### src/rtl/uart_pkg.sv
// Shared types for the UART receive controller.
// Holds the controller state encoding and the per-frame error bundle.
package uart_pkg;

    typedef enum logic [1:0] {
        OFF = 2'd0,
        ARM = 2'd1,
        RUN = 2'd2
    } rx_ctrl_state_e;

    typedef struct packed {
        logic frame;
        logic parity;
    } rx_err_t;

    localparam logic [15:0] DEFAULT_DIV = 16'd53;

endpackage

### src/rtl/uart_rx_ctrl_if.sv
// Receive stream between the controller FIFO head and its consumer.
// The master presents data/err/valid and the slave returns ready.
interface uart_rx_ctrl_if
    import uart_pkg::*;
#(
    parameter int DATA_BITS = 8
) ();

    logic [DATA_BITS-1:0] m_data;
    rx_err_t              m_err;
    logic                 m_valid;
    logic                 m_ready;

    modport master (
        output m_data,
        output m_err,
        output m_valid,
        input  m_ready
    );

    modport slave (
        input  m_data,
        input  m_err,
        input  m_valid,
        output m_ready
    );

endinterface

### src/rtl/uart_rx_fifo.sv
// First-word-fall-through synchronous FIFO with occupancy count.
// A push into a full FIFO is accepted only when a pop happens in the same cycle.
module uart_rx_fifo #(
    parameter int  W     = 10,
    parameter int  DEPTH = 8,
    localparam int AW    = $clog2(DEPTH),
    localparam int CW    = AW + 1
) (
    input  logic          clk,
    input  logic          reset_n,
    input  logic          push_i,
    input  logic [W-1:0]  wdata_i,
    input  logic          ready_i,
    output logic [W-1:0]  rdata_o,
    output logic          valid_o,
    output logic [CW-1:0] count_o,
    output logic          accept_o
);

    logic [W-1:0]  mem_q [DEPTH];
    logic [AW-1:0] wptr_q;
    logic [AW-1:0] rptr_q;
    logic [CW-1:0] count_q;
    logic [CW-1:0] count_d;
    logic          full;
    logic          pop;
    logic          wr;

    assign full     = (count_q == CW'(DEPTH));
    assign valid_o  = (count_q != '0);
    assign pop      = valid_o & ready_i;
    assign wr       = push_i & (~full | pop);
    assign accept_o = wr;
    assign count_o  = count_q;
    // Head is forced to zero when empty so reset clears the visible stream.
    assign rdata_o  = valid_o ? mem_q[rptr_q] : '0;

    always_comb begin
        count_d = count_q;
        unique case ({wr, pop})
            2'b10:   count_d = count_q + 1'b1;
            2'b01:   count_d = count_q - 1'b1;
            default: count_d = count_q;
        endcase
    end

    always_ff @(posedge clk) begin
        if (wr) mem_q[wptr_q] <= wdata_i;
    end

    always_ff @(posedge clk or negedge reset_n) begin
        if (!reset_n) begin
            wptr_q  <= '0;
            rptr_q  <= '0;
            count_q <= '0;
        end else begin
            if (wr)  wptr_q <= wptr_q + 1'b1;
            if (pop) rptr_q <= rptr_q + 1'b1;
            count_q <= count_d;
        end
    end

endmodule

### src/rtl/uart_rx_ctrl.sv
// UART receive controller: baud tick, idle-gated arming, frame FIFO, status.
// Define UART_RX_CTRL_DROP_BAD_EN to drop errored frames and count them on bad_cnt.
module uart_rx_ctrl
    import uart_pkg::*;
#(
    parameter int  DATA_BITS  = 8,
    parameter int  FIFO_DEPTH = 8,
    parameter int  DIV_W      = 16,
    parameter int  IDLE_TICKS = 16,
    localparam int CW         = $clog2(FIFO_DEPTH) + 1
) (
    input  logic                 clk,
    input  logic                 reset_n,
    input  logic                 enable,
    input  logic [DIV_W-1:0]     baud_div,
    input  logic                 parity_cfg,
    input  logic                 rx_pin,
    output logic                 tick_16x,
    output logic                 parity_enable,
    input  logic [DATA_BITS-1:0] rx_data_in,
    input  logic                 rx_ready_in,
    input  logic                 rx_perr_in,
    input  logic                 rx_ferr_in,
    uart_rx_ctrl_if.master       m_if,
    output logic [CW-1:0]        fifo_count,
    input  logic                 clr_status,
    output logic                 sts_perr,
    output logic                 sts_ferr,
    output logic                 sts_overrun
`ifdef UART_RX_CTRL_DROP_BAD_EN
    ,
    output logic [7:0]           bad_cnt
`endif
);

    localparam int IW = $clog2(IDLE_TICKS + 1);
    localparam logic [IW-1:0] IDLE_LIM = IW'(IDLE_TICKS);

    rx_ctrl_state_e state_q, state_d;
    logic [DIV_W-1:0] cnt_q, cnt_d;
    logic [DIV_W-1:0] div_q, div_d;
    logic             par_q, par_d;
    logic [IW-1:0]    idle_q, idle_d;
    logic [IW-1:0]    idle_inc;
    logic             rdy_q;
    logic             perr_q, ferr_q, ovr_q;
    logic             tick;
    logic             push_frame;
    logic             bad;
    logic             fifo_push;
    logic             fifo_acc;
    logic             err_ev;
    logic [DATA_BITS+1:0] fifo_rd;

    assign tick     = (state_q != OFF) && (cnt_q == div_q);
    assign idle_inc = idle_q + 1'b1;

    always_comb begin
        state_d = state_q;
        cnt_d   = cnt_q;
        div_d   = div_q;
        par_d   = par_q;
        idle_d  = idle_q;
        if (state_q == OFF || !enable) cnt_d = '0;
        else                           cnt_d = tick ? '0 : cnt_q + 1'b1;
        unique case (state_q)
            OFF: begin
                if (enable) begin
                    div_d   = baud_div;
                    par_d   = parity_cfg;
                    idle_d  = '0;
                    state_d = ARM;
                end
            end
            ARM: begin
                if (!enable) begin
                    state_d = OFF;
                end else if (tick) begin
                    idle_d = rx_pin ? idle_inc : '0;
                    if (rx_pin && idle_inc == IDLE_LIM) state_d = RUN;
                end
            end
            RUN: begin
                if (!enable) state_d = OFF;
            end
            default: state_d = OFF;
        endcase
    end

    always_ff @(posedge clk or negedge reset_n) begin
        if (!reset_n) begin
            state_q <= OFF;
            cnt_q   <= '0;
            div_q   <= '0;
            par_q   <= 1'b0;
            idle_q  <= '0;
        end else begin
            state_q <= state_d;
            cnt_q   <= cnt_d;
            div_q   <= div_d;
            par_q   <= par_d;
            idle_q  <= idle_d;
        end
    end

    // data_ready is held for a whole tick period; only its first clk counts.
    assign push_frame = rx_ready_in & ~rdy_q & (state_q == RUN);
    assign bad        = rx_perr_in | rx_ferr_in;

`ifdef UART_RX_CTRL_DROP_BAD_EN
    assign fifo_push = push_frame & ~bad;
    assign err_ev    = push_frame;
`else
    assign fifo_push = push_frame;
    assign err_ev    = fifo_acc;
`endif

    uart_rx_fifo #(
        .W     (DATA_BITS + 2),
        .DEPTH (FIFO_DEPTH)
    ) u_fifo (
        .clk      (clk),
        .reset_n  (reset_n),
        .push_i   (fifo_push),
        .wdata_i  ({rx_ferr_in, rx_perr_in, rx_data_in}),
        .ready_i  (m_if.m_ready),
        .rdata_o  (fifo_rd),
        .valid_o  (m_if.m_valid),
        .count_o  (fifo_count),
        .accept_o (fifo_acc)
    );

    assign m_if.m_data = fifo_rd[DATA_BITS-1:0];
    assign m_if.m_err  = rx_err_t'(fifo_rd[DATA_BITS+1:DATA_BITS]);

    // A new event in the same cycle as clr_status survives the clear.
    always_ff @(posedge clk or negedge reset_n) begin
        if (!reset_n) begin
            rdy_q  <= 1'b0;
            perr_q <= 1'b0;
            ferr_q <= 1'b0;
            ovr_q  <= 1'b0;
        end else begin
            rdy_q  <= rx_ready_in;
            perr_q <= (err_ev & rx_perr_in) | (perr_q & ~clr_status);
            ferr_q <= (err_ev & rx_ferr_in) | (ferr_q & ~clr_status);
            ovr_q  <= (fifo_push & ~fifo_acc) | (ovr_q & ~clr_status);
        end
    end

`ifdef UART_RX_CTRL_DROP_BAD_EN
    logic [7:0] bad_q;

    always_ff @(posedge clk or negedge reset_n) begin
        if (!reset_n) begin
            bad_q <= '0;
        end else if (push_frame && bad) begin
            if (clr_status)          bad_q <= 8'd1;
            else if (bad_q != 8'hFF) bad_q <= bad_q + 8'd1;
        end else if (clr_status) begin
            bad_q <= '0;
        end
    end

    assign bad_cnt = bad_q;
`endif

    assign tick_16x      = tick;
    assign parity_enable = par_q;
    assign sts_perr      = perr_q;
    assign sts_ferr      = ferr_q;
    assign sts_overrun   = ovr_q;

endmodule
### src/flat_wrapper.sv
// flat-port wrapper written by rule: the top's interface ports become plain ports
module uart_rx_ctrl_flat import uart_pkg::*;
#(
    parameter int  DATA_BITS  = 8,
    parameter int  FIFO_DEPTH = 8,
    parameter int  DIV_W      = 16,
    parameter int  IDLE_TICKS = 16,
    localparam int CW         = $clog2(FIFO_DEPTH) + 1
)
  (clk, reset_n, enable, baud_div, parity_cfg, rx_pin, tick_16x, parity_enable, rx_data_in, rx_ready_in, rx_perr_in, rx_ferr_in, fifo_count, clr_status, sts_perr, sts_ferr, sts_overrun, m_if_m_data, m_if_m_err, m_if_m_valid, m_if_m_ready);
  uart_rx_ctrl_if #(.DATA_BITS(DATA_BITS)) m_if_i ();
  input  logic clk;
  input  logic reset_n;
  input  logic enable;
  input  logic [DIV_W-1:0] baud_div;
  input  logic parity_cfg;
  input  logic rx_pin;
  output logic tick_16x;
  output logic parity_enable;
  input  logic [DATA_BITS-1:0] rx_data_in;
  input  logic rx_ready_in;
  input  logic rx_perr_in;
  input  logic rx_ferr_in;
  output logic [CW-1:0] fifo_count;
  input  logic clr_status;
  output logic sts_perr;
  output logic sts_ferr;
  output logic sts_overrun;
  output wire logic [$bits(m_if_i.m_data)-1:0] m_if_m_data;
  output wire logic [$bits(m_if_i.m_err)-1:0] m_if_m_err;
  output wire logic [$bits(m_if_i.m_valid)-1:0] m_if_m_valid;
  input wire logic [$bits(m_if_i.m_ready)-1:0] m_if_m_ready;
  assign m_if_m_data = m_if_i.m_data;
  assign m_if_m_err = m_if_i.m_err;
  assign m_if_m_valid = m_if_i.m_valid;
  assign m_if_i.m_ready = m_if_m_ready;
  uart_rx_ctrl #(.DATA_BITS(DATA_BITS), .FIFO_DEPTH(FIFO_DEPTH), .DIV_W(DIV_W), .IDLE_TICKS(IDLE_TICKS)) u_core (.clk(clk), .reset_n(reset_n), .enable(enable), .baud_div(baud_div), .parity_cfg(parity_cfg), .rx_pin(rx_pin), .tick_16x(tick_16x), .parity_enable(parity_enable), .rx_data_in(rx_data_in), .rx_ready_in(rx_ready_in), .rx_perr_in(rx_perr_in), .rx_ferr_in(rx_ferr_in), .m_if(m_if_i), .fifo_count(fifo_count), .clr_status(clr_status), .sts_perr(sts_perr), .sts_ferr(sts_ferr), .sts_overrun(sts_overrun));
endmodule
### config.mk
export PLATFORM = sky130hd
export DESIGN_NAME = uart_rx_ctrl_flat
export DESIGN_NICKNAME = d
export VERILOG_FILES = /design/src/rtl/uart_pkg.sv /design/src/rtl/uart_rx_ctrl_if.sv /design/src/rtl/uart_rx_fifo.sv /design/src/rtl/uart_rx_ctrl.sv /design/src/flat_wrapper.sv
export SDC_FILE = /design/constraint.sdc
export NUM_CORES = 1
export LEC_CHECK = 0
export ABC_AREA = 1
export BUFFER_PORTS_ARGS = -buffer_cell sky130_fd_sc_hd__clkbuf_2
export CAP_MARGIN = 0
export CORE_MARGIN = 8
export CORE_UTILIZATION = 40
export DETAILED_ROUTE_END_ITERATION = 10
export GPL_ROUTABILITY_DRIVEN = 0
export GPL_TIMING_DRIVEN = 0
export HOLD_SLACK_MARGIN = 0.15
export PLACE_DENSITY = 0.58
export SLEW_MARGIN = 20
export SYNTH_ARGS = -nofsm -noshare
export SYNTH_HDL_FRONTEND = slang
export SYNTH_SLANG_ARGS = --single-unit
### constraint.sdc
create_clock -name clk -period 2 [get_ports clk]
set_clock_uncertainty 0.05 [all_clocks]
set_input_delay 0.2 -clock clk [delete_from_list [all_inputs] [get_ports clk]]
set_output_delay 0.2 -clock clk [all_outputs]
set_load 0.02 [all_outputs]
* Word-level counts from Yosys, hierarchy flattened
Memories as Yosys holds them, arrays and structs flattened. Cells that the tools add are included.
Word-level totals: output and inout port bits 20, bits in registers 54, bits in writable memories 80, memories kept 1, logic and storage cells 79
Memories:
- u_core.u_fifo.mem_q | words 8, width 10, read ports 1, clocked after Yosys merged registers in 0, write ports 1, RTL line uart_rx_fifo.sv:20 | logic [W-1:0] mem_q [DEPTH];
Operators by class: reduce and logical (&&, ||, !) cells 12, eq/ne operators 13, multiplexer cells 17, $add $sub $neg 6, bitwise gates (word level) 18
Operator list (count):
- $mux W16 | 2
- $mux W5 | 4
- $add A16 B1 Y16 const B | 1
- $eq A16 B16 Y1 | 1
- $and A1 B1 Y1 | 10
- $mux W10 | 1
- $mux W2 | 5
- $pmux W5 S2 | 1
- $pmux W4 S2 | 1
- $reduce_and A4 Y1 | 2
- $add A3 B1 Y3 const B | 2
- $ne A2 B2 Y1 const B | 3
- $ne A3 B2 Y1 const B | 2
- $pmux W2 S3 | 1
- $reduce_bool A2 Y1 | 3
- $add A5 B1 Y5 const B | 1
- $eq A5 B5 Y1 const B | 1
- $add A4 B1 Y4 const B | 1
- $eq A2 B1 Y1 const B | 2
- $eq A2 B2 Y1 const B | 2
- $eq A4 B4 Y1 const B | 1
- $not A1 Y1 | 4
- $or A1 B1 Y1 | 4
- $reduce_bool A4 Y1 | 1
- 8 further kinds | 10

* Depth between registers and ports, before layout
word-level depth 7, depth in mapped cells 15

* Modules after synthesis
Synthesis repeated with hierarchy kept, for this count alone.
Unflattened totals: cell total of the unflattened synthesis 612, area, all modules 6108.4 µm²
Modules (own cells, without submodules):
- uart_rx_fifo | times used 1, seq. area each 2652.5 µm², area an instance 3824.9 µm², cells an instance 322
- uart_rx_ctrl | times used 1, seq. area each 1101.1 µm², area an instance 2283.4 µm², cells an instance 290

* Worst setup path before layout
No wires, ideal clock.
path type flip-flop to flip-flop, start point reg u_core.u_fifo.count_q[0], in the netlist u_core.u_fifo.count_o[0], end point mem u_core.u_fifo.mem_q[0][0], enable pin, path slack -272 ps, arrival 1832 ps, path buffers 0, data required time 1560 ps, stages on the path, launching flop included 6, cell sequence dfrtp_1 nor2_1 nand3_1 nand2_1 or2_2 nor3_1
Between the ends: word-level cells in the longest chain between the ends 6
Ends and longest elaborated chain:
- start, declared | RTL line uart_rx_fifo.sv:23 | logic [CW-1:0] count_q;
- start signal, assigned | RTL line uart_rx_fifo.sv:59 | count_q <= count_d;
- $reduce_bool A4 Y1 / $eq A4 B4 Y1 (equally long branches) | RTL line uart_rx_fifo.sv:30, uart_rx_fifo.sv:29
- $and A1 B1 Y1 / $not A1 Y1 (equally long branches) | RTL line uart_rx_fifo.sv:31, uart_rx_fifo.sv:32
- $or A1 B1 Y1 * | RTL line uart_rx_fifo.sv:32 | assign wr = push_i & (~full | pop);
- $and A1 B1 Y1 * | RTL line uart_rx_fifo.sv:32
- $mux W1 * | RTL line uart_rx_fifo.sv:48 | if (wr) mem_q[wptr_q] <= wdata_i;
- $mux W1 (implied by the code) * | RTL line uart_rx_fifo.sv:48
- end, declared | RTL line uart_rx_fifo.sv:20
Mark *: on every way between the ends. The rest lies on a longest branch, timed or not.

* Worst setup path in the final report
start point reg u_core.u_fifo.rptr_q[0], end point out m_if_m_err[0]
Between the ends: word-level cells in the longest chain between the ends 2
Ends and longest elaborated chain:
- start, declared | RTL line uart_rx_fifo.sv:22 | logic [AW-1:0] rptr_q;
- start signal, assigned | RTL line uart_rx_fifo.sv:58 | if (pop) rptr_q <= rptr_q + 1'b1;
- $mem_v2 Z8 W10
- $mux W10 | RTL line uart_rx_fifo.sv:36 | assign rdata_o = valid_o ? mem_q[rptr_q] : '0;
- end, declared | RTL line flat_wrapper.sv:30 | output wire logic [$bits(m_if_i.m_err)-1:0] m_if_m_err;
No other way between the ends.

==> out/metrics.csv <==
stage,metric,value,unit
finish,final net count,840,
cts,CTS Root Cell,clkbuf_16,
global_routing,pin count of the biggest net entering global routing,31,
sta,post-route minimum period,2.17,ns
sta,crit share post-route,1.08,
outcome,failing checks,negative setup slack,
logic_synthesis,sequential area share after synthesis,0.610,
logic_synthesis,Synth Flop Type,edfxtp_1,
worst_setup_path,crit path max fanout,10,
logic_synthesis,number of synthesized flops with an enable pin,80,
floorplan,Core Area,15100,um^2
finish,final core utilization,0.553,
route,Wirelength per Cell,15.4,um
route,post-route ant nets,0,
logic_synthesis,Synth warnings,0,
finish,Finished Layout Cells,999,
placement,Inst Count DP,889,
finish,Antenna diodes,0,
logic_synthesis,Synth Area per Inst,9.56,um^2
sta,worst slew pin tran,0.514,ns
cts,clock sink total,134,
finish,Fill cells,1287,
logic_synthesis,gate count after technology mapping,644,
cts,# H-tree levels,4,
global_routing,first-pass GRT wire length,24600,um
logic_synthesis,Async SR Flop Fraction,0.403,
finish,final instance area,8370,um^2
logic_synthesis,register bit total from synthesis,134,
worst_setup_path,reg2reg start,u_core.state_q[0]$_DFFE_PN0P_,
worst_setup_path,Crit Path Class,reg2out,
cts,TritonCTS buffer count,17,
finish,Area Growth Syn to Fin,36.0,%
finish,share of layout cells above drive strength 1,0.270,
sta,fin. max-slew vios,0,
floorplan,die height,140,um
global_routing,Total Routing Usage GR,0.162,
route,vias,4816,
power_and_ir_drop,VDD IR max,0.000675,V
logic_synthesis,Post-Syn Nets,686,
sta,final hold vios,0,
power_and_ir_drop,LEAKAGE,0.00354,uW
sta,post-route setup slack,-0.166,ns
worst_setup_path,Setup crit end kind,output pin,
route,First DRT Iteration DRCs,221,
power_and_ir_drop,Pint,6360,uW
logic_synthesis,Synth cell types,34,
placement,dpl hpwl,10100,um
global_routing,GRT Residual Overflow,0,
worst_setup_path,reg2reg end,u_core.u_fifo.mem_q[0][0]$_DFFE_PP_,
outcome,outcome,"complete, but fails checks",
route,post-DR vias/cell,4.82,
floorplan,Chip Width,140,um
power_and_ir_drop,Pwr Total,9470,uW
power_and_ir_drop,sequential power share,0.341,
power_and_ir_drop,Cell Pwr Density,1130,nW/um^2
worst_setup_path,WP data arrival,1.92,ns
worst_setup_path,Worst Path Required,1.75,ns
worst_setup_path,CP startpoint kind,register,
sta,Achievable Freq,462,MHz
global_routing,vias in the first global route,4796,
sta,unrepaired setup endpoints after global routing,yes,
power_and_ir_drop,clock power share,0.334,
floorplan,Site Rows,45,
floorplan,die area,19600,um^2
route,DRT Pass-1 Iters,4,
sta,slew margin rel.,0.657,
worst_setup_path,reg2reg path depth,7,
cts,Max clock buf depth,2,
finish,"commonest non-fill, non-tap cell in the layout",nor2_1,
cts,Clock transition at path regs,0.06,ns
cts,CTS tree,yes,
logic_synthesis,Post-Syn Area,6150,um^2
finish,most frequent cells in the layout,"nor2_1 (115), nand2_1 (99), edfxtp_1 (80), inv_1 (56)",
placement,number of I/O port buffers,53,
placement,placed inst area,6730,um^2
global_routing,antenna violations before repair,0,
route,DRC viols,0,
worst_hold_path,Hold Crit Class,in2async,
sta,setup violators final,10,
floorplan,Initial Utilization,0.406,
power_and_ir_drop,combinational share of power,0.325,
run,maxcap violations,0,
floorplan,I/O Pins,54,
power_and_ir_drop,net switching power,3110,uW
worst_setup_path,r2r setup slk,0.03,ns
power_and_ir_drop,Net Sw Frac,0.328,
route,Routed WL,15400,um
cts,Worst-Skew Late Latency,0.41,ns
[power groups by stage]
| stage | clock network, uW | registers [uW] | logic [uW] |
|---|---|---|---|
| 2_1_floorplan | 0 | 3270 | 1550 |
| 3_3_place_gp | 0 | 3240 | 2390 |
| 3_5_place_dp | 0 | 3250 | 2450 |
| 4_1_cts | 3210 | 3220 | 2890 |
| 5_1_grt | 3340 | 3240 | 3390 |
| 6_report | 3160 | 3220 | 3080 |
[how the worst max path moves through the flow]
stage	from	endpoint
2_1_floorplan	u_core.state_q[0]$_DFFE_PN0P_	u_core.u_fifo.mem_q[0][0]$_DFFE_PP_
3_3_place_gp	u_core.state_q[0]$_DFFE_PN0P_	u_core.u_fifo.mem_q[4][5]$_DFFE_PP_
3_5_place_dp	u_core.state_q[0]$_DFFE_PN0P_	u_core.u_fifo.mem_q[7][5]$_DFFE_PP_
4_1_cts	u_core.u_fifo.rptr_q[0]$_DFFE_PN0P_	m_if_m_err[1]
5_1_grt	u_core.u_fifo.rptr_q[0]$_DFFE_PN0P_	m_if_m_err[1]
6_report	u_core.u_fifo.rptr_q[0]$_DFFE_PN0P_	m_if_m_err[0]
[synth_stat cells, types with 2 or more instances]
master    count  area share
a21oi_1      19       0.015
nand3_1      26       0.021
xnor2_1       4      0.0057
edfxtp_1     80        0.39
nor3_1        7      0.0057
nor2_1      124       0.076
inv_1        65       0.040
o21ai_0      66       0.054
ha_1          7       0.014
mux2_2        2      0.0037
dfrtp_1      54        0.22
clkbuf_1     14      0.0085
nor2_2       11       0.011
buf_2         4      0.0033
xor2_1       16       0.023
buf_1         3      0.0018
nand4_1       3      0.0030
nand2_1     109       0.066
o21ai_1       2      0.0016
inv_2         5      0.0030
a31oi_1      10       0.010
[sequential cells by signal, summed over array words and instances (netlist names), 2 cells and up]
register and cells:
u_core.cnt_q 16, u_core.div_q 16, u_core.idle_q 5, u_core.state_q 2
u_core.u_fifo.count_o 4, u_core.u_fifo.mem_q 80, u_core.u_fifo.rptr_q 3, u_core.u_fifo.wptr_q 3
[critical path, stage by stage, from the launching register on]
cell and delay, ns:
dfrtp_2 0.49, inv_4 0.11, clkbuf_8 0.18, o21ai_1 0.10
o21ai_2 0.09, o21ai_1 0.09, a31oi_1 0.22, clkbuf_4 0.22
[layout make-up]
class | instances | area, um^2 | area share
tap | 188 | 235 | 0.0281
multi-input combinational | 417 | 2240 | 0.268
clock inverter | 13 | 161 | 0.0193
inverter | 70 | 268 | 0.0320
clock buffer | 19 | 433 | 0.0517
sequential | 134 | 3760 | 0.450
timing repair buffer | 136 | 1100 | 0.131
buffer | 22 | 170 | 0.0203
[logic make-up (layout without fill, tap and decap cells)]
group	Yosys count	after routing	synth area share
AOI/OAI and AO/OA	100	100	0.0844
xor gates and xnor gates	20	20	0.0285
adders and majority gates	8	8	0.0175
buffers and inverters	93	260	0.0608
DFF	134	134	0.610
muxes	2	2	0.00366
and+or+nand+nor	287	287	0.195
[what timing repair did]
item / in CTS / in global routing
buffers inserted: 14 / 27
endpoints found under the setup margin: 93 / 49
gates resized for setup: 96 / 53
hold endpoints to repair: 158 / 0
gates cloned: 2 / 2
pin swaps: 20 / 25
hold buffers: 34 / 0
[metrics by stage]
stage / TNS, ns / hold slack [ns] / worst slack, ns
after floorplan: -9.35 / -0.146 / -0.267
after global placement: -72.33 / 0.279 / -1.19
after detailed placement: -47.12 / 0.133 / -0.794
after CTS: -1.61 / 0.209 / -0.181
after global routing: -2.56 / 0.234 / -0.249
final: -1.06 / 0.219 / -0.166
[metal layers]
metal,wire length [um],vias up,track usage
li1,-,2411,-
met1,6370,2249,0.189
met2,7900,138,0.276
met3,905,18,0.0476
met4,246,0,0.0583
met5,0,-,0
Power figures use the tool's default switching activity.
